$ cat src/rtl/hdmi_island_scheduler.sv
// hdmi_island_scheduler
//
// Sequences the HDMI period type for every pixel of a line from the timing
// generator's horizontal counter. It opens data islands in horizontal blanking
// and arbitrates 32-pixel packet slots among the ACR, InfoFrame and
// audio-sample packet generators. It sits between the line/frame timing
// counter and the TMDS packet/guard-band encoder, in the pixel clock domain.
//
// All outputs are registered. Each output describes the h_cnt_i value presented
// on the previous cycle.
//
// Ports
//   clk_i          pixel clock
//   rst_ni         asynchronous active-low reset
//   h_cnt_i        horizontal position, 0..WidthMax-1
//   next_active_i  next line carries active video (level, stable in blanking)
//   req_i          packet requests: [0] ACR, [1] InfoFrame, [2] audio sample
//   gnt_o          one-cycle one-hot grant, same bit order as req_i
//   pkt_sel_o      packet in current slot: 0 NULL, 1 ACR, 2 INFO, 3 AUDIO
//   pkt_idx_o      character index within the current 32-pixel slot
//   period_o       0 CTL, 1 VID_PRE, 2 VID_GB, 3 VIDEO, 4 ISL_PRE, 5 ISL_GBL,
//                  6 ISL_DATA, 7 ISL_GBT
//   isl_err_o      sticky: an island was aborted by an h_cnt_i discontinuity
//
// Build option
//   GBAHD_NULL_ISLAND_EN  when defined, an island opens on every line even with
//                         no request, and a slot with nothing pending carries a
//                         NULL packet. When undefined, NULL is never emitted.

module hdmi_island_scheduler #(
  parameter int unsigned WidthMax   = 1650,
  parameter int unsigned FrameWidth = 1280,
  parameter int unsigned CtlGap     = 4,
  parameter int unsigned MaxPkCap   = 18
) (
  input  logic        clk_i,
  input  logic        rst_ni,
  input  logic [10:0] h_cnt_i,
  input  logic        next_active_i,
  input  logic [2:0]  req_i,
  output logic [2:0]  gnt_o,
  output logic [1:0]  pkt_sel_o,
  output logic [4:0]  pkt_idx_o,
  output logic [2:0]  period_o,
  output logic        isl_err_o
);

`ifdef GBAHD_NULL_ISLAND_EN
  localparam bit NullEn = 1'b1;
`else
  localparam bit NullEn = 1'b0;
`endif

  // Slots that fit between the island overhead (8 preamble + 2 + 2 guard) and
  // the video tail (12 CTL + 8 preamble + 2 guard) of the blanking interval.
  localparam int Avail = (int'(WidthMax) - int'(FrameWidth) - int'(CtlGap) - 12 - 22) / 32;
  localparam int MaxPk = (Avail < 0) ? 0 :
                         ((Avail > int'(MaxPkCap)) ? int'(MaxPkCap) : Avail);
  localparam logic [4:0] MaxPkW    = 5'(MaxPk);
  localparam bit         IslEnable = (MaxPk >= 1);

  localparam logic [10:0] HFrame    = 11'(FrameWidth);
  localparam logic [10:0] HOpen     = 11'(FrameWidth + CtlGap - 1);
  localparam logic [10:0] HLast     = 11'(WidthMax - 1);
  localparam logic [10:0] HPreStart = 11'(WidthMax - 10);
  localparam logic [10:0] HPreEnd   = 11'(WidthMax - 3);
  localparam logic [10:0] HGbStart  = 11'(WidthMax - 2);

  localparam logic [2:0] PerCtl     = 3'd0;
  localparam logic [2:0] PerVidPre  = 3'd1;
  localparam logic [2:0] PerVidGb   = 3'd2;
  localparam logic [2:0] PerVideo   = 3'd3;
  localparam logic [2:0] PerIslPre  = 3'd4;
  localparam logic [2:0] PerIslGbl  = 3'd5;
  localparam logic [2:0] PerIslData = 3'd6;
  localparam logic [2:0] PerIslGbt  = 3'd7;

  localparam logic [1:0] SelNull  = 2'd0;
  localparam logic [1:0] SelAcr   = 2'd1;
  localparam logic [1:0] SelInfo  = 2'd2;
  localparam logic [1:0] SelAudio = 2'd3;

  typedef enum logic [2:0] {
    StIdle,
    StIslPre,
    StIslGbl,
    StIslData,
    StIslGbt
  } state_e;

  state_e      state_q, state_d;
  logic [4:0]  cnt_q, cnt_d;     // preamble/guard counter, pixel index in a slot
  logic [4:0]  slot_q, slot_d;   // slots started in the current island
  logic [1:0]  sel_q, sel_d;     // packet held for the current slot
  logic        line_active_q, line_active_d;

  logic [2:0]  gnt_q, gnt_d;
  logic [1:0]  pkt_sel_q, pkt_sel_d;
  logic [4:0]  pkt_idx_q, pkt_idx_d;
  logic [2:0]  period_q, period_d;
  logic        isl_err_q, isl_err_d;

  logic [2:0]  idle_period;

  // Period outside islands: video on active lines, then the preamble and
  // leading guard band for the next line when it carries video.
  always_comb begin
    idle_period = PerCtl;
    if (h_cnt_i < HFrame) begin
      idle_period = line_active_q ? PerVideo : PerCtl;
    end else if (next_active_i && (h_cnt_i >= HPreStart) && (h_cnt_i <= HPreEnd)) begin
      idle_period = PerVidPre;
    end else if (next_active_i && (h_cnt_i >= HGbStart)) begin
      idle_period = PerVidGb;
    end
  end

  always_comb begin
    state_d       = state_q;
    cnt_d         = cnt_q;
    slot_d        = slot_q;
    sel_d         = sel_q;
    gnt_d         = 3'b000;
    pkt_sel_d     = SelNull;
    pkt_idx_d     = 5'd0;
    period_d      = PerCtl;
    isl_err_d     = isl_err_q;
    line_active_d = (h_cnt_i == HLast) ? next_active_i : line_active_q;

    unique case (state_q)
      StIdle: begin
        period_d = idle_period;
        if (IslEnable && (h_cnt_i == HOpen) && ((|req_i) || NullEn)) begin
          state_d = StIslPre;
          cnt_d   = 5'd0;
        end
      end

      StIslPre: begin
        period_d = PerIslPre;
        if (cnt_q == 5'd7) begin
          state_d = StIslGbl;
          cnt_d   = 5'd0;
        end else begin
          cnt_d = cnt_q + 5'd1;
        end
      end

      StIslGbl: begin
        period_d = PerIslGbl;
        if (cnt_q == 5'd1) begin
          state_d = StIslData;
          cnt_d   = 5'd0;
          slot_d  = 5'd0;
        end else begin
          cnt_d = cnt_q + 5'd1;
        end
      end

      StIslData: begin
        period_d  = PerIslData;
        pkt_idx_d = cnt_q;
        pkt_sel_d = sel_q;
        cnt_d     = cnt_q + 5'd1;  // wraps 31 -> 0 into the next slot
        if (cnt_q == 5'd0) begin
          // Fixed priority ACR > INFO > AUDIO; losers stay pending.
          slot_d = slot_q + 5'd1;
          if (req_i[0]) begin
            sel_d = SelAcr;
            gnt_d = 3'b001;
          end else if (req_i[1]) begin
            sel_d = SelInfo;
            gnt_d = 3'b010;
          end else if (req_i[2]) begin
            sel_d = SelAudio;
            gnt_d = 3'b100;
          end else begin
            sel_d = SelNull;
          end
          pkt_sel_d = sel_d;
          if (!NullEn && !(|req_i)) begin
            // Requester withdrew before its slot: close the island rather than
            // send a NULL packet.
            state_d   = StIslGbt;
            cnt_d     = 5'd1;
            slot_d    = slot_q;
            period_d  = PerIslGbt;
            pkt_sel_d = SelNull;
            pkt_idx_d = 5'd0;
          end
        end else if (cnt_q == 5'd31) begin
          if (!((slot_q < MaxPkW) && (|req_i))) begin
            state_d = StIslGbt;
          end
        end
      end

      StIslGbt: begin
        period_d = PerIslGbt;
        if (cnt_q == 5'd1) begin
          state_d = StIdle;
          cnt_d   = 5'd0;
        end else begin
          cnt_d = cnt_q + 5'd1;
        end
      end

      default: begin
        state_d = StIdle;
        cnt_d   = 5'd0;
      end
    endcase

    // Islands live entirely in blanking; landing in the active area (including
    // a wrap to 0) means the counter jumped, so drop the island without guard.
    if ((state_q != StIdle) && (h_cnt_i < HFrame)) begin
      state_d   = StIdle;
      cnt_d     = 5'd0;
      gnt_d     = 3'b000;
      pkt_sel_d = SelNull;
      pkt_idx_d = 5'd0;
      period_d  = PerCtl;
      isl_err_d = 1'b1;
    end
  end

  always_ff @(posedge clk_i or negedge rst_ni) begin
    if (!rst_ni) begin
      state_q       <= StIdle;
      cnt_q         <= 5'd0;
      slot_q        <= 5'd0;
      sel_q         <= SelNull;
      line_active_q <= 1'b0;
      gnt_q         <= 3'b000;
      pkt_sel_q     <= SelNull;
      pkt_idx_q     <= 5'd0;
      period_q      <= PerCtl;
      isl_err_q     <= 1'b0;
    end else begin
      state_q       <= state_d;
      cnt_q         <= cnt_d;
      slot_q        <= slot_d;
      sel_q         <= sel_d;
      line_active_q <= line_active_d;
      gnt_q         <= gnt_d;
      pkt_sel_q     <= pkt_sel_d;
      pkt_idx_q     <= pkt_idx_d;
      period_q      <= period_d;
      isl_err_q     <= isl_err_d;
    end
  end

  assign gnt_o     = gnt_q;
  assign pkt_sel_o = pkt_sel_q;
  assign pkt_idx_o = pkt_idx_q;
  assign period_o  = period_q;
  assign isl_err_o = isl_err_q;

endmodule
$ cat config.mk
export PLATFORM = sky130hd
export DESIGN_NAME = hdmi_island_scheduler
export DESIGN_NICKNAME = d
export VERILOG_FILES = /design/src/rtl/hdmi_island_scheduler.sv
export SDC_FILE = /design/constraint.sdc
export NUM_CORES = 1
export LEC_CHECK = 0
export ABC_CLOCK_PERIOD_IN_PS = 2700
export BUFFER_PORTS_ARGS = -buffer_cell sky130_fd_sc_hd__clkbuf_2
export CORE_MARGIN = 1.5
export CORE_UTILIZATION = 45
export DETAILED_ROUTE_END_ITERATION = 10
export GPL_ROUTABILITY_DRIVEN = 1
export PLACE_DENSITY = 0.67
export SETUP_SLACK_MARGIN = 0.15
export SYNTH_ARGS = -nofsm -noshare
export SYNTH_HDL_FRONTEND = slang
export SYNTH_SLANG_ARGS = --single-unit
$ cat constraint.sdc
create_clock -name clk_i -period 2.7 [get_ports clk_i]
set_clock_uncertainty 0.15 [all_clocks]
set_input_delay 0.54 -clock clk_i [delete_from_list [all_inputs] [get_ports clk_i]]
set_output_delay 0.54 -clock clk_i [all_outputs]
set_load 0.05 [all_outputs]
Word level (Yosys, flattened, before mapping). Index checks and enable logic that the tools add are counted.

Bits in registers: 30. Output and inout bits: 14. Logic and storage cells: 97.

Add/sub/neg operators: 2. Magnitude comparators: 5. Eq/ne operators: 19. Mux-type cells: 46. Reduce and logical (&&, ||, !) cells: 15.

Operators by type and width (number): 5-bit two-way mux (13); 3-bit two-way mux (18); 3-bit one-hot mux with 5 select lines (2); 11-bit equality test (second input constant) (2); 11-bit >= comparator (second input constant) (2); 5-bit one-hot mux with 4 select lines (1); 2-bit two-way mux (9); 3-bit != test (second input constant) (4); 4-bit != test (second input constant) (3); 11-bit less-or-equal comparator (second input constant) (1); 11-bit < comparator (second input constant) (1); 5-bit by 1-bit adder with 5-bit output (second input constant) (2); 5-bit one-hot mux with 2 select lines (1); 7-bit AND reduction (1); 3-bit by 2-bit equality test with 1-bit output (second input constant) (2); 1-bit logical AND (6); 2-bit != test (second input constant) (3); 5-bit by 1-bit equality test with 1-bit output (second input constant) (1); 5-bit by 3-bit equality test with 1-bit output (second input constant) (1); 5-bit equality test (second input constant) (1); 5-bit logical NOT (1); 5-bit by 4-bit < comparator with 1-bit output (second input constant) (1); 4-bit AND reduction (1); 3-bit by 1-bit equality test with 1-bit output (second input constant) (1); 8 further kinds (9).

Logic depth before layout (Yosys ltp). Gate-level depths: netlist (run 1).

Depth after elaboration: 7. Depth in mapped cells: 7. Gate-level depth less buffers: 7.

Worst setup path before layout (run 1). Ideal clock, no wire load.

Path kind: reg2reg. Start: register cnt_q[0]. End: register state_q[1]. Arrival time: 1893 ps. Required time: 2428 ps. Slack: 536 ps. Stages on the path, launching flop included: 8. Path buffers: 0. Clock period less this slack: 2164 ps. Cell sequence: dfrtp_1 > inv_1 > ha_1 > nor4b_4 > a211oi_2 > nor4_4 > o21ai_2 > a32o_1.

Longest elaborated chain between the ends: 4. Elaborated cells on any way between the ends: 14. Those cells by class: 9 x eq/ne; 3 x mux; 2 x reduce/logical.

Ends and longest elaborated chain: start: declaration (line 92) `logic [4:0] cnt_q, cnt_d;`; start signal: assignment (line 241) `cnt_q <= cnt_d;`; 5-bit logical NOT (line 165) `if (cnt_q == 5'd0) begin`; 3-bit two-way mux (line 165); 3-bit one-hot mux with 5 select lines (line 130) `unique case (state_q)`; 3-bit two-way mux (line 216) `if ((state_q != StIdle) && (h_cnt_i < HFrame)) begin`; end signal: assignment (line 229) `state_q <= StIdle;`; end signal: assignment (line 240) `state_q <= state_d;`; end: declaration (line 91) `state_e state_q, state_d;`.

Parallel ways exist; a longest one is shown, timed or not. A chain may end at the register's enable or synchronous reset.

Final worst setup path (run 1).
Start: register state_q[1]. End: register state_q[1].

Longest elaborated chain between the ends: 4. Elaborated cells on any way between the ends: 17. Those cells by class: 11 x eq/ne; 2 x mux; 4 x reduce/logical.

Ends and longest elaborated chain (line): 3-bit nonzero test (216); 1-bit logical AND (216); 4-bit != test (no source line) / 3-bit != test (equally long branches); 7-bit AND reduction (no source line).

Parallel ways exist; a longest one is shown, timed or not.

==> results of run 1 <==
-- power groups by stage --
stage | sequential, µW | clock, µW | combinational (µW)
after floorplan | 566 | 0 | 372
after global placement | 575 | 0 | 506
after detailed placement | 575 | 0 | 520
after CTS | 570 | 377 | 521
after global routing | 580 | 402 | 574
final | 570 | 369 | 518
-- routing by layer --
metal / vias to the layer above / GRT usage, %
met4: 0 / 9.04
met2: 42 / 32.7
li1: 739 / -
met1: 719 / 25.6
met5: - / 0
met3: 9 / 5.38
-- final timing paths --
path | end | slack [ps] | cells after the start
min in group clk_i | isl_err_o$_DFFE_PN0P_ | 310 | 1
hold reg to reg | isl_err_o$_DFFE_PN0P_ | 310 | 1
setup / recovery | state_q[1]$_DFFE_PN0P_ | 360 | 4
hold / removal | pkt_idx_o[2]$_DFF_PN0_ | 150 | 1
max in group asynchronous | state_q[1]$_DFFE_PN0P_ | 1780 | 1
setup reg to reg | state_q[1]$_DFFE_PN0P_ | 360 | 4
-- worst reg2reg max path, delay by kind of cell (launching register included) --
family	cells	cell delay (ps)
AND/OR/NAND/NOR	2	610
AO/OA/AOI/OAI	2	960
flip-flops	1	510
-- layout make-up --
cell class,instances,area share (%)
Clock inverter,1,0.249
Sequential cell,30,37.3
Clock buffer,7,4.29
Inverter,6,1.12
Timing Repair Buffer,37,10.1
Multi-Input combinational cell,135,44.0
Tap cell,48,2.98
-- layout by cell type, fill, tap and decap left out, drive strengths merged, types with 3 or more instances in the layout --
cell / n
o21ai: 14
dfrtp: 30
xnor2: 3
or3: 3
nand3: 12
clkbuf: 37
and2: 3
and3: 5
nor2: 15
a211oi: 5
nand2: 16
buf: 7
a21oi: 6
nor3: 9
nor4b: 5
nor4bb: 3
inv: 6
ha: 4
-- cell families (layout without fill, tap and decap cells) --
family	Yosys count	after routing
AND/OR/NAND/NOR	81	81
AO/OA/AOI/OAI	44	44
flip-flops	30	30
buffers and inverters	15	51
adder cells (fa/ha/maj)	4	4
XOR/XNOR	4	4
multiplexers	2	2
-- state kept, by name, summed over array words and instances, names as in the netlist --
register,flops
cnt_q,5
line_active_q,1
isl_err_o,1
period_o,3
pkt_idx_o,5
slot_q,5
pkt_sel_o,2
sel_q,2
gnt_o,3
state_q,3
-- stage by stage --
| step | utilization, % | total power, µW | hold slack [ps] |
|---|---|---|---|
| 5_1_grt | 55.0 | 1560 | 217 |
| 4_1_cts | 55.0 | 1470 | 190 |
| 2_1_floorplan | - | 939 | 94.4 |
| 3_5_place_dp | 52.5 | 1100 | 296 |
| 6_report | 55.0 | 1460 | 154 |
| 3_3_place_gp | 52.5 | 1080 | 297 |
==> impl_metrics.py, run 1 <==
metrics = {
    "sta": {
        "finalCritPeriodShare_pct": 86.7,
        "worst_slew_pin_slew_ps": 858,
        "period_needed_ps": 2340,
        "report.final.slew_viol_count": 0,
        "rsz0062_at_grt": "false",
        "slew_headroom_pct": 42.1,
        "tns_ps": 0,
        "setup_viol": 0,
        "final.setup.worst_slack_ps": 358,
        "fmax_ghz": 0.427,
        "hold_viol_final": 0,
    },
    "synth": {
        "yosysMostFrequentCell": "dfrtp_1",
        "muxShareOfSynthArea_pct": 1.32,
        "synth-seq-cells": 30,
        "synth_area_leader_cell": "dfrtp_1",
        "synth_compound_area_share_pct": 17.5,
        "yosysSeqAreaShare_pct": 44.1,
        "synth_cell_types": 52,
        "netlist.area_leader.share_pct": 44.1,
        "synth_adder_area_share_pct": 2.94,
        "yosys-top-cells-count": "30 x dfrtp_1, 16 x nand2_1, 15 x nor2_1",
        "synth_top_family_by_area": "simple AND/OR/NAND/NOR gates",
        "synth.cell_area_um2": 1700,
        "synth_flop_cell": "dfrtp_1",
        "synth.area.top_cells": "dfrtp_1 44%, nand3_1 3.5%, o21ai_0 3.5%",
        "synth_fp_nets": 201,
        "synth_edf_count": 0,
        "synth_xor_area_share_pct": 2.06,
        "synthCells": 180,
        "synth-simple-area-share_pct": 28.1,
        "syn_avg_cell_area_um2": 9.47,
        "yosysWarningCount": 0,
        "ys_async_sr_fraction_pct": 100,
    },
    "clock_network": {
        "cts.sinks": 30,
        "cts_root_buf": "clkbuf_8",
        "cts_buffers": 5,
        "cts_resized": 0,
        "cts_max_level": 2,
        "clk_latency_ps": 280,
        "clockBufferDepth": 2,
        "cts_setup_buffers": 0,
        "postCtsHoldBufs": 0,
        "cts_tree": "built",
        "clk_pin_slew_ps": 60,
    },
    "floorplan": {
        "die_h_um": 64.5,
        "die_area_um2": 4170,
        "rows": 22,
        "initial_core_util_pct": 46.5,
        "core-area_um2": 3660,
        "die_x_um": 64.5,
        "ios": 31,
    },
    "placement": {
        "globalplace.congestion": 0.888,
        "dp_cells": 256,
        "placed_area_um2": 1920,
        "port_buffers": 30,
        "dp_slack_ps": 197,
        "dp_hpwl_um": 2800,
    },
    "finish": {
        "area_delta_synth_final_pct": 18.1,
        "layout-drive-gt1-share_pct": 25.5,
        "final_area_um2": 2010,
        "antenna_cells": 0,
        "seq_area_um2": 751,
        "final-instance-count-excl-fill": 264,
        "nFillCells": 328,
        "nets": 236,
        "multi_input_area_um2": 886,
    },
    "run": {
        "max_cap_violations": 0,
    },
    "worst_setup_path": {
        "r2r-start": "state_q[1]$_DFFE_PN0P_",
        "crit_start": "state_q[1]$_DFFE_PN0P_",
        "path_buf_inv": 0,
        "setup.worst_path.class": "reg -> reg",
        "cpLargestDelayFamily": "compound AO/OA/AOI/OAI gates",
        "critPathLaunchType": "register",
        "slowest_delay_ps": 680,
        "crit_slowest_cell": "a41oi_1",
        "cp_data_arrival_time_ps": 2360,
        "cp.required_ps": 2720,
        "worstPathCellList": "or3_1, a41oi_1, nor4_4, a32o_1",
        "worstSetupEndpointType": "register",
        "crit_fanout": 13,
    },
    "drt": {
        "met2_length_um": 1810,
        "ant_nets": 0,
        "met3_length_um": 208,
        "drt-pass1-iter-count": 4,
        "post_drt_wl_per_cell_um": 14.2,
        "wl_um": 3760,
        "drt_iter0_markers": 49,
        "drc": 0,
        "viasPerCell": 5.72,
        "routed.top_layer": "met4",
        "routed-via-count": 1509,
        "wl_met1_um": 1650,
    },
    "hold_path": {
        "hold_class": "in -> async",
    },
    "pwr": {
        "p_comb_share_pct": 35.6,
        "power.leakage_uw": 0.000913,
        "power_density_nw_per_um2": 724,
        "p_int_uw": 914,
        "switchingPower_uw": 543,
        "p_clk_share_pct": 25.3,
        "p_seq_share_pct": 39.1,
        "ir_drop_v": 0.000322,
        "p_sw_share_pct": 37.3,
    },
    "global_route": {
        "grt_max_degree": 31,
        "antenna_found_initial": 0,
        "track_usage_pct": 20.3,
        "first_global_vias": 1401,
        "gr-total-overflow": 0,
        "grt_pass1_wl_um": 6400,
    },
    "run_status": {
        "status": "finished clean",
    },
}
(Power assumes the default switching activity.)
==> run 2: changes to the inputs <==
--- a/config.mk
+++ b/config.mk
@@ -5,6 +5,7 @@
 export SDC_FILE = /design/constraint.sdc
 export NUM_CORES = 1
 export LEC_CHECK = 0
+export ABC_AREA = 1
 export ABC_CLOCK_PERIOD_IN_PS = 2700
 export BUFFER_PORTS_ARGS = -buffer_cell sky130_fd_sc_hd__clkbuf_2
 export CORE_MARGIN = 1.5
==> impl_metrics.py, run 2 <==
metrics = {
    "drt": {
        "post_drt_wl_per_cell_um": 11.8,
        "ant_nets": 0,
        "routed-via-count": 1407,
        "drt-pass1-iter-count": 4,
        "drt_iter0_markers": 47,
        "viasPerCell": 4.87,
        "wl_um": 3420,
        "drc": 0,
    },
    "placement": {
        "port_buffers": 30,
        "dp_hpwl_um": 2530,
        "globalplace.congestion": 0.833,
    },
    "global_route": {
        "grt_pass1_wl_um": 5820,
        "first_global_vias": 1309,
        "grt_use_met1_pct": 24.8,
        "track_usage_pct": 18.9,
        "grtUsageMet2_pct": 29.1,
        "grt_max_degree": 31,
        "antenna_found_initial": 0,
        "gr-total-overflow": 0,
        "gr-usage-met3_pct": 5.89,
        "busiest_layer": "met2",
    },
    "synth": {
        "netlist.area_leader.share_pct": 45.3,
        "synth_area_leader_cell": "dfrtp_1",
        "synthCells": 206,
        "synth_fp_nets": 227,
        "synth.area.top_cells": "dfrtp_1 45%, nand2_1 10%, nand3_1 4.8%",
        "synth-seq-cells": 30,
        "syn_avg_cell_area_um2": 8.05,
        "synth.cell_area_um2": 1660,
        "synth_cell_types": 31,
        "ys_async_sr_fraction_pct": 100,
        "synth_edf_count": 0,
        "yosys-top-cells-count": "44 x nand2_1, 30 x dfrtp_1, 21 x nor2_1",
        "synth_flop_cell": "dfrtp_1",
        "yosysMostFrequentCell": "nand2_1",
        "yosysWarningCount": 0,
        "yosysSeqAreaShare_pct": 45.3,
    },
    "pwr": {
        "power.leakage_uw": 0.00104,
        "ir_drop_v": 0.000371,
        "power_density_nw_per_um2": 876,
    },
    "hold_path": {
        "hold_class": "in -> async",
    },
    "sta": {
        "setup_viol": 0,
        "rsz0062_at_grt": "false",
        "slew_headroom_pct": 49.9,
        "period_needed_ps": 1820,
        "fmax_ghz": 0.550,
        "finalCritPeriodShare_pct": 67.3,
        "hold_viol_final": 0,
        "report.final.slew_viol_count": 0,
        "worst_slew_pin_slew_ps": 752,
        "tns_ps": 0,
    },
    "clock_network": {
        "cts.sinks": 30,
        "postCtsHoldBufs": 0,
        "cts_setup_buffers": 0,
        "cts_buffers": 5,
        "cts_root_buf": "clkbuf_8",
        "clockBufferDepth": 2,
        "cts_tree": "built",
        "cts_resized": 0,
        "clk_pin_slew_ps": 70,
        "cts_max_level": 2,
        "clk_latency_ps": 280,
    },
    "run": {
        "max_cap_violations": 0,
    },
    "finish": {
        "seq_area_um2": 751,
        "final_common_cell": "nand2_1",
        "nets": 263,
        "final_cell_mix": "44 x nand2_1, 30 x dfrtp_1, 30 x clkbuf_2, 21 x nor2_1, 17 x inv_1",
        "final_util_pct": 58.0,
        "antenna_cells": 0,
        "nFillCells": 317,
        "layout-drive-gt1-share_pct": 28.0,
        "area_delta_synth_final_pct": 20.5,
        "multi_input_area_um2": 785,
    },
    "floorplan": {
        "core-area_um2": 3440,
        "rows": 21,
        "initial_core_util_pct": 48.2,
        "ios": 31,
        "die_area_um2": 4060,
        "die_h_um": 63.7,
        "die_x_um": 63.7,
    },
    "worst_setup_path": {
        "critPathLaunchType": "register",
        "r2r_slack_ps": 880,
        "setup.worst_path.class": "reg -> reg",
        "cp.required_ps": 2770,
        "worstRegToRegCells": 9,
        "worstSetupEndpointType": "register",
        "crit_fanout": 11,
        "r2r-end": "slot_q[3]$_DFFE_PN0P_",
        "r2r-start": "state_q[2]$_DFFE_PN0P_",
        "cp_data_arrival_time_ps": 1880,
    },
    "run_status": {
        "status": "finished clean",
    },
}
[run 2: critical path: stages (launching register included)]
cell,delay (ps)
dfrtp_1,460
inv_2,100
nand3_2,280
nor2_2,260
inv_2,100
nand2_2,100
o21ai_4,90
inv_2,100
nand2_1,50
o21ai_1,60
[run 2: worst max-delay path by stage]
stage | start | endpoint | depth (start not counted)
2_1_floorplan | req_i[1] | cnt_q[2]$_DFFE_PN0N_ | 8
3_3_place_gp | h_cnt_i[3] | state_q[0]$_DFFE_PN0P_ | 10
3_5_place_dp | req_i[1] | cnt_q[2]$_DFFE_PN0N_ | 9
4_1_cts | state_q[2]$_DFFE_PN0P_ | slot_q[3]$_DFFE_PN0P_ | 9
5_1_grt | state_q[2]$_DFFE_PN0P_ | slot_q[3]$_DFFE_PN0P_ | 9
6_report | state_q[2]$_DFFE_PN0P_ | slot_q[3]$_DFFE_PN0P_ | 9
[run 2: layer usage]
metal  wire length, µm  vias to the layer above
li1                  -                      742
met2              1560                       30
met4                55                        0
met3               161                        4
met5                 0                        -
met1              1650                      631
[run 2: power breakdown]
part / switching, µW / internal [µW] / total, µW
clock: 173 / 394 / 566
combinational: 436 / 173 / 609
sequential: 53.0 / 521 / 574
total: 662 / 1090 / 1750
[run 2: final cells by class]
class / count / area share, %
Multi-Input combinational cell: 146 / 39.3
Sequential cell: 30 / 37.6
Timing Repair Buffer: 30 / 7.52
Inverter: 29 / 5.58
Clock buffer: 6 / 4.14
Clock inverter: 2 / 3.01
Tap cell: 46 / 2.88
[run 2: metrics by stage]
| step | instance area [µm²] | hold slack [ps] | worst slack, ps | power, µW | instances |
|---|---|---|---|---|---|
| after global placement | 1850 | 309 | 894 | 1180 | 281 |
| after detailed placement | 1850 | 311 | 876 | 1190 | 281 |
| after CTS | 2000 | 184 | 875 | 1760 | 289 |
| after global routing | 2000 | 219 | 735 | 1870 | 289 |
| after floorplan | 1660 | 94.4 | 1130 | 1050 | 206 |
| final | 2000 | 164 | 883 | 1750 | 289 |
[run 2: cell families (layout without fill, tap and decap cells)]
family          Yosys count  count (layout)  synth area share, %
simple gates            110             110                 32.4
flops                    30              30                 45.3
buf+inv                  30              67                 7.40
compound gates           28              28                 9.81
fa+ha+maj                 4               4                 3.02
xor+xnor                  4               4                 2.11
==> run 3: changes to the inputs <==
--- a/config.mk
+++ b/config.mk
@@ -6,7 +6,7 @@
 export NUM_CORES = 1
 export LEC_CHECK = 0
 export ABC_AREA = 1
-export ABC_CLOCK_PERIOD_IN_PS = 2700
+export ABC_CLOCK_PERIOD_IN_PS = 1800
 export BUFFER_PORTS_ARGS = -buffer_cell sky130_fd_sc_hd__clkbuf_2
 export CORE_MARGIN = 1.5
 export CORE_UTILIZATION = 45
==> constraint.sdc (replaced) <==
create_clock -name clk_i -period 1.8 [get_ports clk_i]
set_clock_uncertainty 0.15 [all_clocks]
set_input_delay 0.36 -clock clk_i [delete_from_list [all_inputs] [get_ports clk_i]]
set_output_delay 0.36 -clock clk_i [all_outputs]
set_load 0.05 [all_outputs]
==> impl_metrics.py, run 3 (same netlist as run 2, synthesis figures left out) <==
metrics = {
    "finish": {
        "nets": 273,
        "final_common_cell": "nand2_1",
        "area_delta_synth_final_pct": 27.0,
        "final_cell_mix": "42 x nand2_1, 30 x clkbuf_2, 28 x dfrtp_1, 20 x nor2_1",
        "final_util_pct": 61.2,
        "seq_area_um2": 753,
        "antenna_cells": 0,
        "layout-drive-gt1-share_pct": 37.1,
        "nFillCells": 320,
        "multi_input_area_um2": 871,
    },
    "clock_network": {
        "cts_root_buf": "clkbuf_8",
        "cts_buffers": 5,
        "clk_latency_ps": 280,
        "cts.sinks": 30,
        "clockBufferDepth": 2,
        "cts_max_level": 2,
        "cts_tree": "built",
        "clk_pin_slew_ps": 60,
    },
    "pwr": {
        "power.leakage_uw": 0.00106,
        "p_sw_share_pct": 41.9,
        "p_comb_share_pct": 44.5,
        "switchingPower_uw": 1050,
        "p_int_uw": 1450,
        "ir_drop_v": 0.000432,
        "p_clk_share_pct": 20.9,
        "p_seq_share_pct": 34.6,
        "power_density_nw_per_um2": 1190,
    },
    "drt": {
        "drc": 0,
        "drt-pass1-iter-count": 4,
        "wl_um": 3630,
        "drt_iter0_markers": 101,
        "ant_nets": 0,
        "viasPerCell": 5.07,
        "routed-via-count": 1506,
        "post_drt_wl_per_cell_um": 12.2,
    },
    "sta": {
        "fmax_ghz": 0.602,
        "period_needed_ps": 1660,
        "setup_viol": 0,
        "hold_viol_final": 0,
        "tns_ps": 0,
        "rsz0062_at_grt": "true",
        "finalCritPeriodShare_pct": 92.3,
        "worst_slew_pin_slew_ps": 370,
        "final.setup.worst_slack_ps": 139,
        "report.final.slew_viol_count": 0,
        "slew_headroom_pct": 75.3,
    },
    "global_route": {
        "antenna_found_initial": 0,
        "first_global_vias": 1379,
        "track_usage_pct": 18.6,
        "grt_pass1_wl_um": 5930,
        "grt_max_degree": 31,
        "gr-total-overflow": 0,
    },
    "worst_setup_path": {
        "r2r-end": "pkt_sel_o[0]$_DFF_PN0_",
        "cp_data_arrival_time_ps": 1730,
        "cp.required_ps": 1870,
        "r2r_slack_ps": 140,
        "setup.worst_path.class": "reg -> reg",
        "worstRegToRegCells": 8,
        "crit_fanout": 4,
        "critPathLaunchType": "register",
        "worstSetupEndpointType": "register",
        "r2r-start": "cnt_q[1]$_DFFE_PN0N_",
    },
    "hold_path": {
        "min_from": "req_i[0]",
        "whs_path_depth": 2,
        "holdPathEnd": "gnt_o[2]$_DFF_PN0_",
        "hold_class": "in -> reg",
    },
    "floorplan": {
        "die_area_um2": 4060,
        "ios": 31,
        "rows": 21,
        "core-area_um2": 3440,
        "die_h_um": 63.7,
        "initial_core_util_pct": 48.2,
        "die_x_um": 63.7,
    },
    "placement": {
        "dp_slack_ps": 26.7,
        "dp_hpwl_um": 2560,
        "port_buffers": 30,
        "globalplace.congestion": 0.789,
    },
    "run_status": {
        "status": "finished clean",
    },
    "run": {
        "max_cap_violations": 0,
    },
}
==> run 3: changes by cell type in the layout (fill, tap and decap cells not counted), moves of 3 or more <==
| cell | delta |
|---|---|
| inv_1 | -4 |
| inv_2 | +3 |
| ha_4 | +3 |
| ha_1 | -3 |
| buf_4 | +9 |
==> run 3: metrics by stage <==
stage          instances  power (µW)  area [µm²]  hold WS, ps
6_report             297        2510        2110          143
5_1_grt              297        2680        2110          160
4_1_cts              292        2340        1990          143
3_5_place_dp         284        1790        1880          243
3_3_place_gp         284        1780        1880          244
2_1_floorplan        206        1570        1660        -85.6
==> run 3: power by group through the flow <==
stage,Sequential [µW],Combinational (µW),Clock (µW)
floorplan,973,598,0
global placement,865,914,0
detailed placement,868,917,0
CTS,857,943,536
global route,878,1230,572
finish,867,1120,524
==> run 3: routing by layer <==
metal / global-route usage (%) / vias to the layer above / share of wire [%]
met1: 24.8 / 704 / 45
li1: - / 759 / -
met3: 4.29 / 8 / 4.0
met2: 28.9 / 35 / 48
met5: 0 / - / 0
met4: 8.15 / 0 / 2.3
==> run 3: layout make-up <==
cell class	count	share of cell area, %
Clock buffer	6	3.92
Inverter	29	5.41
Multi-Input combinational cell	146	41.4
Sequential cell	30	35.8
Tap cell	46	2.73
Timing Repair Buffer	40	10.8
==> run 3: worst max-delay path by stage <==
stage,startpoint,end,slack (ps),cells past startpoint
floorplan,cnt_q[0]$_DFFE_PN0N_,slot_q[3]$_DFFE_PN0P_,270,10
global placement,req_i[1],cnt_q[2]$_DFFE_PN0N_,30,9
detailed placement,req_i[1],cnt_q[2]$_DFFE_PN0N_,30,9
CTS,cnt_q[0]$_DFFE_PN0N_,slot_q[3]$_DFFE_PN0P_,140,10
global route,cnt_q[1]$_DFFE_PN0N_,pkt_sel_o[0]$_DFF_PN0_,60,8
finish,cnt_q[1]$_DFFE_PN0N_,pkt_sel_o[0]$_DFF_PN0_,140,8
==> run 3: critical path, cell delays in order (launching register included) <==
cell     delay (ps)
dfrtp_1         420
inv_2           140
ha_4            160
nand3_4         110
nor2_4          170
buf_4           130
nand3_1          70
o21a_1          140
a21oi_2         120
==> run 3: repair_timing <==
item	in CTS	in global routing
gates resized for setup	5	20
hold buffers	1	0
endpoints found under the setup margin	11	16
pin swaps	0	6
hold endpoints to repair	30	0
setup buffers	1	5
